### src/rtl/memory_access_unit_if.sv
// rtl/memory_access_unit_if.sv - data bus between the memory access unit and memory
// Signals:
//   address      word-aligned byte address (bits [1:0] always zero)
//   write_data   store data already placed in its byte lanes
//   byte_enable  active byte lanes for the access
//   read_enable  read request, held until ready
//   write_enable write request, held until ready
//   read_data    memory word, valid in the cycle ready is high
//   ready        one-cycle completion strobe
// Modports: master = memory_access_unit, slave = memory model / bus fabric.
interface memory_access_unit_if;
  logic [31:0] address;
  logic [31:0] write_data;
  logic [3:0]  byte_enable;
  logic        read_enable;
  logic        write_enable;
  logic [31:0] read_data;
  logic        ready;

  modport master (
    output address, write_data, byte_enable, read_enable, write_enable,
    input  read_data, ready
  );

  modport slave (
    input  address, write_data, byte_enable, read_enable, write_enable,
    output read_data, ready
  );
endinterface

### src/rtl/memory_access_unit.sv
// rtl/memory_access_unit.sv - MEM-stage load/store/atomic engine with LR/SC and AMO
// Ports:
//   clock, reset                 clock and synchronous active-high reset
//   mem_result                   byte address of the access
//   mem_rs2_data_forwarded       store data / AMO operand
//   mem_mem_read, mem_mem_write  load / store request
//   mem_mem_op_length            funct3 width: B, H, W, BU, HU
//   mem_atomic_op                RV32A funct5, all ones when not atomic
//   stall                        holds the upstream pipeline while an access is in flight
//   load_data                    extended load value, AMO old value or SC status
//   misaligned                   one-cycle pulse for a misaligned access
//   bus                          data bus (master side)
module memory_access_unit (
  input  logic                 clock,
  input  logic                 reset,
  input  logic [31:0]          mem_result,
  input  logic [31:0]          mem_rs2_data_forwarded,
  input  logic                 mem_mem_read,
  input  logic                 mem_mem_write,
  input  logic [2:0]           mem_mem_op_length,
  input  logic [4:0]           mem_atomic_op,
  output logic                 stall,
  output logic [31:0]          load_data,
  output logic                 misaligned,
  memory_access_unit_if.master bus
);
  localparam logic [4:0] ATOMIC_NO_OP = 5'b11111;
  localparam logic [4:0] ATOMIC_ADD   = 5'b00000;
  localparam logic [4:0] ATOMIC_SWAP  = 5'b00001;
  localparam logic [4:0] ATOMIC_LR    = 5'b00010;
  localparam logic [4:0] ATOMIC_SC    = 5'b00011;
  localparam logic [4:0] ATOMIC_XOR   = 5'b00100;
  localparam logic [4:0] ATOMIC_OR    = 5'b01000;
  localparam logic [4:0] ATOMIC_AND   = 5'b01100;
  localparam logic [4:0] ATOMIC_MIN   = 5'b10000;
  localparam logic [4:0] ATOMIC_MAX   = 5'b10100;
  localparam logic [4:0] ATOMIC_MINU  = 5'b11000;
  localparam logic [4:0] ATOMIC_MAXU  = 5'b11100;

  typedef enum logic [2:0] {
    IDLE      = 3'd0,
    READ      = 3'd1,
    WRITE     = 3'd2,
    AMO_READ  = 3'd3,
    AMO_WRITE = 3'd4,
    DONE      = 3'd5
  } state_t;

  state_t      state;
  logic        res_valid;
  logic [29:0] res_addr;

  logic        is_atomic;
  logic        is_lr;
  logic        is_sc;
  logic        access;
  logic        aligned;
  logic        res_hit;
  logic [3:0]  lane_mask;
  logic [31:0] lane_data;
  logic [31:0] rd_shift;
  logic [15:0] rd_half;
  logic [31:0] load_ext;
  logic [31:0] amo_new;
  logic [31:0] word_address;

  assign is_atomic    = (mem_atomic_op != ATOMIC_NO_OP);
  assign is_lr        = (mem_atomic_op == ATOMIC_LR);
  assign is_sc        = (mem_atomic_op == ATOMIC_SC);
  assign access       = mem_mem_read | mem_mem_write | is_atomic;
  assign res_hit      = res_valid && (res_addr == mem_result[31:2]);
  assign word_address = {mem_result[31:2], 2'b00};

  assign stall = ((state == IDLE) && access) || ((state != IDLE) && (state != DONE));

  // Alignment, byte lanes and lane-replicated store data for the access width.
  always_comb begin
    aligned   = 1'b1;
    lane_mask = 4'b1111;
    lane_data = mem_rs2_data_forwarded;
    if (is_atomic) begin
      aligned = (mem_result[1:0] == 2'b00);
    end else begin
      case (mem_mem_op_length[1:0])
        2'b00: begin
          lane_mask = 4'b0001 << mem_result[1:0];
          lane_data = {4{mem_rs2_data_forwarded[7:0]}};
        end
        2'b01: begin
          aligned   = ~mem_result[0];
          lane_mask = 4'b0011 << mem_result[1:0];
          lane_data = {2{mem_rs2_data_forwarded[15:0]}};
        end
        default: begin
          aligned = (mem_result[1:0] == 2'b00);
        end
      endcase
    end
  end

  // Load lane selection and extension; atomics always see the full word.
  always_comb begin
    rd_shift = bus.read_data >> {mem_result[1:0], 3'b000};
    rd_half  = mem_result[1] ? bus.read_data[31:16] : bus.read_data[15:0];
    load_ext = bus.read_data;
    if (!is_atomic) begin
      case (mem_mem_op_length)
        3'b000:  load_ext = {{24{rd_shift[7]}}, rd_shift[7:0]};
        3'b001:  load_ext = {{16{rd_half[15]}}, rd_half};
        3'b100:  load_ext = {24'd0, rd_shift[7:0]};
        3'b101:  load_ext = {16'd0, rd_half};
        default: load_ext = bus.read_data;
      endcase
    end
  end

  always_comb begin
    amo_new = mem_rs2_data_forwarded;
    case (mem_atomic_op)
      ATOMIC_ADD:  amo_new = bus.read_data + mem_rs2_data_forwarded;
      ATOMIC_SWAP: amo_new = mem_rs2_data_forwarded;
      ATOMIC_XOR:  amo_new = bus.read_data ^ mem_rs2_data_forwarded;
      ATOMIC_OR:   amo_new = bus.read_data | mem_rs2_data_forwarded;
      ATOMIC_AND:  amo_new = bus.read_data & mem_rs2_data_forwarded;
      ATOMIC_MIN:  amo_new = ($signed(bus.read_data) < $signed(mem_rs2_data_forwarded)) ?
                             bus.read_data : mem_rs2_data_forwarded;
      ATOMIC_MAX:  amo_new = ($signed(bus.read_data) > $signed(mem_rs2_data_forwarded)) ?
                             bus.read_data : mem_rs2_data_forwarded;
      ATOMIC_MINU: amo_new = (bus.read_data < mem_rs2_data_forwarded) ?
                             bus.read_data : mem_rs2_data_forwarded;
      ATOMIC_MAXU: amo_new = (bus.read_data > mem_rs2_data_forwarded) ?
                             bus.read_data : mem_rs2_data_forwarded;
      default:     amo_new = mem_rs2_data_forwarded;
    endcase
  end

  // The mem_* inputs are held stable while stall is high, so every state
  // can keep decoding them directly instead of latching a copy at IDLE.
  always_ff @(posedge clock) begin
    if (reset) begin
      state            <= IDLE;
      load_data        <= 32'd0;
      misaligned       <= 1'b0;
      bus.address      <= 32'd0;
      bus.write_data   <= 32'd0;
      bus.byte_enable  <= 4'd0;
      bus.read_enable  <= 1'b0;
      bus.write_enable <= 1'b0;
      res_valid        <= 1'b0;
      res_addr         <= 30'd0;
    end else begin
      misaligned <= 1'b0;
      case (state)
        IDLE: begin
          if (access) begin
            if (!aligned) begin
              misaligned <= 1'b1;
              load_data  <= 32'd0;
              state      <= DONE;
            end else if (is_sc) begin
              if (res_hit) begin
                bus.address      <= word_address;
                bus.write_data   <= mem_rs2_data_forwarded;
                bus.byte_enable  <= 4'b1111;
                bus.write_enable <= 1'b1;
                state            <= WRITE;
              end else begin
                load_data <= 32'd1;
                state     <= DONE;
              end
            end else if (is_atomic) begin
              bus.address     <= word_address;
              bus.byte_enable <= 4'b1111;
              bus.read_enable <= 1'b1;
              state           <= is_lr ? READ : AMO_READ;
            end else if (mem_mem_write) begin
              bus.address      <= word_address;
              bus.write_data   <= lane_data;
              bus.byte_enable  <= lane_mask;
              bus.write_enable <= 1'b1;
              state            <= WRITE;
            end else begin
              bus.address     <= word_address;
              bus.byte_enable <= lane_mask;
              bus.read_enable <= 1'b1;
              state           <= READ;
            end
          end
        end
        READ: begin
          if (bus.ready) begin
            bus.read_enable <= 1'b0;
            load_data       <= load_ext;
            if (is_lr) begin
              res_valid <= 1'b1;
              res_addr  <= mem_result[31:2];
            end
            state <= DONE;
          end
        end
        WRITE: begin
          if (bus.ready) begin
            bus.write_enable <= 1'b0;
            if (is_sc) begin
              load_data <= 32'd0;
              res_valid <= 1'b0;
            end else if (res_hit) begin
              res_valid <= 1'b0;
            end
            state <= DONE;
          end
        end
        AMO_READ: begin
          // Read drops and write rises on the same edge, so the two enables never overlap.
          if (bus.ready) begin
            bus.read_enable  <= 1'b0;
            load_data        <= bus.read_data;
            bus.write_data   <= amo_new;
            bus.write_enable <= 1'b1;
            state            <= AMO_WRITE;
          end
        end
        AMO_WRITE: begin
          if (bus.ready) begin
            bus.write_enable <= 1'b0;
            if (res_hit) begin
              res_valid <= 1'b0;
            end
            state <= DONE;
          end
        end
        DONE: begin
          state <= IDLE;
        end
        default: begin
          state <= IDLE;
        end
      endcase
    end
  end
endmodule

### src/flat_wrapper.sv
// flat-port wrapper written by rule: the top's interface ports become plain ports
module memory_access_unit_flat 
  (clock, reset, mem_result, mem_rs2_data_forwarded, mem_mem_read, mem_mem_write, mem_mem_op_length, mem_atomic_op, stall, load_data, misaligned, bus_address, bus_write_data, bus_byte_enable, bus_read_enable, bus_write_enable, bus_read_data, bus_ready);
  memory_access_unit_if bus_i ();
  input  logic clock;
  input  logic reset;
  input  logic [31:0] mem_result;
  input  logic [31:0] mem_rs2_data_forwarded;
  input  logic mem_mem_read;
  input  logic mem_mem_write;
  input  logic [2:0] mem_mem_op_length;
  input  logic [4:0] mem_atomic_op;
  output logic stall;
  output logic [31:0] load_data;
  output logic misaligned;
  output wire logic [$bits(bus_i.address)-1:0] bus_address;
  output wire logic [$bits(bus_i.write_data)-1:0] bus_write_data;
  output wire logic [$bits(bus_i.byte_enable)-1:0] bus_byte_enable;
  output wire logic [$bits(bus_i.read_enable)-1:0] bus_read_enable;
  output wire logic [$bits(bus_i.write_enable)-1:0] bus_write_enable;
  input wire logic [$bits(bus_i.read_data)-1:0] bus_read_data;
  input wire logic [$bits(bus_i.ready)-1:0] bus_ready;
  assign bus_address = bus_i.address;
  assign bus_write_data = bus_i.write_data;
  assign bus_byte_enable = bus_i.byte_enable;
  assign bus_read_enable = bus_i.read_enable;
  assign bus_write_enable = bus_i.write_enable;
  assign bus_i.read_data = bus_read_data;
  assign bus_i.ready = bus_ready;
  memory_access_unit u_core (.clock(clock), .reset(reset), .mem_result(mem_result), .mem_rs2_data_forwarded(mem_rs2_data_forwarded), .mem_mem_read(mem_mem_read), .mem_mem_write(mem_mem_write), .mem_mem_op_length(mem_mem_op_length), .mem_atomic_op(mem_atomic_op), .stall(stall), .load_data(load_data), .misaligned(misaligned), .bus(bus_i));
endmodule
### config.mk
export PLATFORM = sky130hd
export DESIGN_NAME = memory_access_unit_flat
export DESIGN_NICKNAME = d
export VERILOG_FILES = /design/src/rtl/memory_access_unit_if.sv /design/src/rtl/memory_access_unit.sv /design/src/flat_wrapper.sv
export SDC_FILE = /design/constraint.sdc
export NUM_CORES = 1
export LEC_CHECK = 0
export CORE_ASPECT_RATIO = 0.7
export CORE_MARGIN = 5
export CORE_UTILIZATION = 50
export DETAILED_ROUTE_END_ITERATION = 7
export PLACE_DENSITY = 0.83
export SETUP_SLACK_MARGIN = 0.5
export SYNTH_ARGS = -nofsm -noshare
export SYNTH_HDL_FRONTEND = slang
export SYNTH_SLANG_ARGS = --single-unit
### constraint.sdc
create_clock -name clock -period 4.6 [get_ports clock]
set_input_delay 0.69 -clock clock [delete_from_list [all_inputs] [get_ports clock]]
set_output_delay 0.69 -clock clock [all_outputs]
set_load 0.02 [all_outputs]
; After elaboration in Yosys (flattened, before gate mapping)
; Index checks and enable logic that the tools add are counted.
; Widths: inputs -> output; s select.
[op_classes]
n_addsub = 1
multipliers = 0
div_mod_pow = 0
n_lt_le_gt_ge = 4
eq_ne = 39
shifts = 3
n_mux = 67
n_bitwise = 8
reduce_logical = 27
[op_table]
columns = op, count
row1 = $mux 32, 22
row2 = $pmux 32 s4, 2
row3 = $pmux 32 s8, 1
row4 = $pmux 32 s2, 2
row5 = $gt 32x32->1, 2
row6 = $lt 32x32->1, 2
row7 = $add 32x32->32, 1
row8 = $and 32x32->32, 1
row9 = $or 32x32->32, 1
row10 = $shr 32x5->8, 1
row11 = $xor 32x32->32, 1
row12 = $eq 30x30->1, 1
row13 = $mux 1, 21
row14 = $mux 3, 7
row15 = $eq 5x5->1 const B, 4
row16 = $mux 16, 1
row17 = $reduce_and 8->1, 2
row18 = $ne 2x1->1 const B, 7
row19 = $mux 4, 3
row20 = $ne 2x2->1 const B, 6
row21 = $ne 3x3->1 const B, 4
row22 = $eq 5x2->1 const B, 2
row23 = $eq 5x4->1 const B, 2
row24 = $eq 3x3->1 const B, 3
row25 = 30 further kinds, 50
[word_totals]
register_bits = 137
latchBits = 0
ram_bits = 0
rom_bits = 0
in_bits = 109
wordCells = 159
mem_count = 0

; Logic depth before layout (Yosys ltp)
[logic_depth]
ltp_word = 8
mapped_depth = 14

; Worst setup path before layout
; No wires, ideal clock.
[synth_timing]
path_kind = input port to flip-flop
from = in bus_read_data[13]
to = reg u_core.bus.write_data[10]
arrival_ns = 3.061
t_required_ns = 4.462
path_slack_ns = 1.401
path_stages = 13
path_buffers = 3
path_cell_list = inv_1 ha_1 buf_4 nor4_4 and4_1 a21boi_1 o41ai_2 and4_1 o21a_1 buf_2 buf_6 a222oi_1 o221ai_1
[synth_between]
elab_chain_len = 5
word_cells_on_any_way = 11
[synth_lines]
columns = element, line_no
row1 = from (decl), flat_wrapper.sv:21  ; input wire logic [$bits(bus_i.read_data)-1:0] bus_read_data;
row2 = "$gt 32x32->1, or another cell as far along", memory_access_unit.sv:131  ; ATOMIC_MAXU: amo_new = (bus.read_data > mem_rs2_data_forwarded) ?
row3 = "$mux 32, on equally long branches", -
row4 = $pmux 32 s8 (*), memory_access_unit.sv:119  ; case (mem_atomic_op)
row5 = $mux 32 (*), memory_access_unit.sv:215  ; if (bus.ready) begin
row6 = $pmux 32 s2 (*), memory_access_unit.sv:153  ; case (state)
row7 = to (signal assigned), memory_access_unit.sv:163  ; bus.write_data <= mem_rs2_data_forwarded;
row8 = to (signal assigned), memory_access_unit.sv:178  ; bus.write_data <= lane_data;
row9 = to (signal assigned), memory_access_unit.sv:218  ; bus.write_data <= amo_new;
row10 = to (decl), memory_access_unit_if.sv:21  ; output address, write_data, byte_enable, read_enable, write_enable,
; Every way passes the cells marked *; elsewhere a longest branch is shown, timed or not. The select of a mux whose other input is x is not followed.
; A chain may end at the register's enable or synchronous reset.

; Final worst setup path
[layout_timing]
from = in bus_read_data[17]
to = reg u_core.bus.write_data[1]
; The elaborated chain is that of the path after synthesis.

==> run metrics <==
final slew viol count 0; initial antenna violation count 3; Tcrit/Tclk final 87.1%; EDFF count, synth 0; io pins 213; r2r startpoint u_core.state[2]; Pwr Total 0.00396 W; Net Sw Frac 35.5%; root buffer cell clkbuf_16; Max Fclk 0.250 GHz; top cell type's share of synthesized area 24.3%; flop and latch count out of synthesis 135; Worst R2R Setup Slack 1640 ps; GRT overflow 0; largest net degree at the start of global routing 80; NumNets Final 1971; vias per cell 6.33; GPL Wtd Cong 1.07; static leakage 5.81 nW; CP Class in2reg; outcome finished, violations left; CP Launch Type primary input; clock group share of total power 36.3%; routed wire length 49.4 mm; worst hold slack 456 ps; synth top area cells dfxtp_1 (24%), ha_1 (11%), a21oi_1 (8.5%); Core Area 21800 µm²; Clock Latency Late Sink 440 ps; die area 25400 µm²; total track usage 37.5%; endpoints failing setup 0; FF-to-FF End u_core.bus.write_data[13]; most instantiated cells after synthesis nand2_1 (217), a21oi_1 (188), dfxtp_1 (135); clock buffer count from CTS 17; initial drt markers 1897; Total Neg Setup Slack 0 ps; clk buf depth 2; CTS tree built; DRC viols 7; Seq/Total Area, Yosys 24.3%; Hold Crit Class reg2reg; maximum vdd drop 0.258 mV; Cell Count Post-Placement 2028; hold buffers post-CTS 0; Async SR Flop Fraction 0%; Synth area leader dfxtp_1; Worst EP arrival 4320 ps; max cap viols 0; critical-path maximum fanout 10; H-Tree Depth 4; share of post-route cells with drive strength above 1 10.9%; DR WL/cell 24.0 µm; cells after synthesis 1531; Slew @ Worst Pin 1080 ps; syn_area_per_cell 7.26 µm²; Tmin final 4000 ps; vias 13.1k; Most used DFF post-synth dfxtp_1; Finished Core Util 67.1%; vias in the first global route 12.2k; P per Cell Area 271 nW/µm²; # clock sinks 135; net switching power 0.00141 W; most frequent cell after synthesis nand2_1; global-route wire length before repair 73.6 mm; worst hold path depth 2; Antenna Nets Post-Route 0; post-detailed-placement half-perimeter wirelength 37.6 mm; Synth Cell Area 11100 µm²; Final Non-Filler Cells 2061; P_int 0.00256 W; CP endpoint kind flop; worst r2r path cells 8; Combinational Power Share 31.8%; Layout area overhead 31.6%; Worst-path clk slew 70 ps; Clock Skew 10.7 ps; Synth cell types 77; drt first pass iters 8; # rows 45; RSZ-0062 raised after global routing yes; yosys warns 0; DIE HEIGHT 135 µm; hold path startpoint u_core.bus.address[12]; chip width 188 µm; port bufs 210; Reg power frac 32.0%; Hold EP u_core.bus.address[12]; Fin. Hold Viols 0; Slew headroom 27.7%; Critical Path RT 4920 ps; failing checks design-rule violations; Initial Utilization 51.0%
-- power groups by stage --
stage                     Combinational (W)  Clock, W  Sequential (W)
final                               0.00126   0.00144         0.00127
after global routing                0.00133   0.00148         0.00127
after CTS                           0.00122   0.00143         0.00127
after detailed placement            0.00120         0         0.00129
after global placement              0.00120         0         0.00129
after floorplan                    0.000599         0         0.00134
-- layer usage --
| layer | global-route usage [%] | vias to the layer above | part of all wire (%) |
|---|---|---|---|
| met5 | 0 | - | 0.045 |
| met4 | 11.0 | 4 | 3.2 |
| met3 | 17.1 | 136 | 15 |
| met2 | 50.3 | 947 | 38 |
| met1 | 53.3 | 6052 | 43 |
| li1 | - | 5914 | - |
-- state kept, by name (all words and copies together), names as in the netlist --
signal and flops:
u_core.misaligned 1, u_core.bus.write_data 32, u_core.bus.address 30, u_core.bus.write_enable 1
u_core.bus.read_enable 1, u_core.state 3, u_core.res_addr 30, u_core.res_valid 1
u_core.bus.byte_enable 4, u_core.load_data 32
-- cell usage in the layout (no fill, tap or decap), types with 62 or more instances in the layout --
| cell type | n |
|---|---|
| nand2_1 | 217 |
| nor3_1 | 62 |
| inv_1 | 87 |
| a21oi_1 | 188 |
| ha_1 | 95 |
| clkdlybuf4s50_1 | 206 |
| nor2_1 | 134 |
| buf_4 | 113 |
| dfxtp_1 | 135 |
| o21ai_0 | 68 |
-- worst max path at each step --
stage / from / endpoint / cells past startpoint
final: bus_read_data[17] / u_core.bus.write_data[1] / 13
after global routing: mem_rs2_data_forwarded[6] / u_core.bus.write_data[1] / 14
after CTS: bus_read_data[14] / u_core.bus.write_data[2] / 13
after detailed placement: bus_read_data[14] / u_core.bus.write_data[2] / 13
after global placement: bus_read_data[14] / u_core.bus.write_data[2] / 13
after floorplan: bus_read_data[13] / u_core.bus.write_data[10] / 13
-- stage by stage --
step / setup WS, ps / instance area (µm²)
final: 596 / 14600
after floorplan: 1400 / 11100
after global routing: 461 / 14600
after CTS: 663 / 14600
after detailed placement: 217 / 14000
after global placement: 183 / 14000
-- cell families after synthesis --
logic type | Yosys count | share of synthesized area, %
buf+inv | 202 | 7.36
xor+xnor | 47 | 3.70
other cells | 1 | 0.0338
mux | 38 | 3.89
flops | 135 | 24.3
compound gates | 477 | 27.7
simple gates | 534 | 22.0
fa+ha+maj | 97 | 11.0
-- timing repair --
| action | CTS | global route |
|---|---|---|
| gates resized for setup | 0 | 5 |
| setup buffers | 0 | 0 |
| setup endpoints to repair | 0 | 7 |
-- cell type report --
cell class / count / area (µm²)
Clock inverter: 14 / 160
Fill cell: 1823 / 7160
Clock buffer: 18 / 439
Tap cell: 282 / 353
Timing Repair Buffer: 325 / 2990
Inverter: 91 / 342
Sequential cell: 135 / 2700
Antenna cell: 1 / 2.50
Multi-Input combinational cell: 1195 / 7630
-- critical path, cell delays in order --
cell	delay (ps)
clkdlybuf4s50_1	650
inv_1	100
ha_1	410
clkinv_1	80
a21oi_1	60
o31ai_1	740
a221oi_1	270
and4_1	240
o21a_1	230
buf_4	210
a22o_1	240
a221oi_1	300
nor3_1	80
No activity file was read; power rests on OpenSTA's default activity.
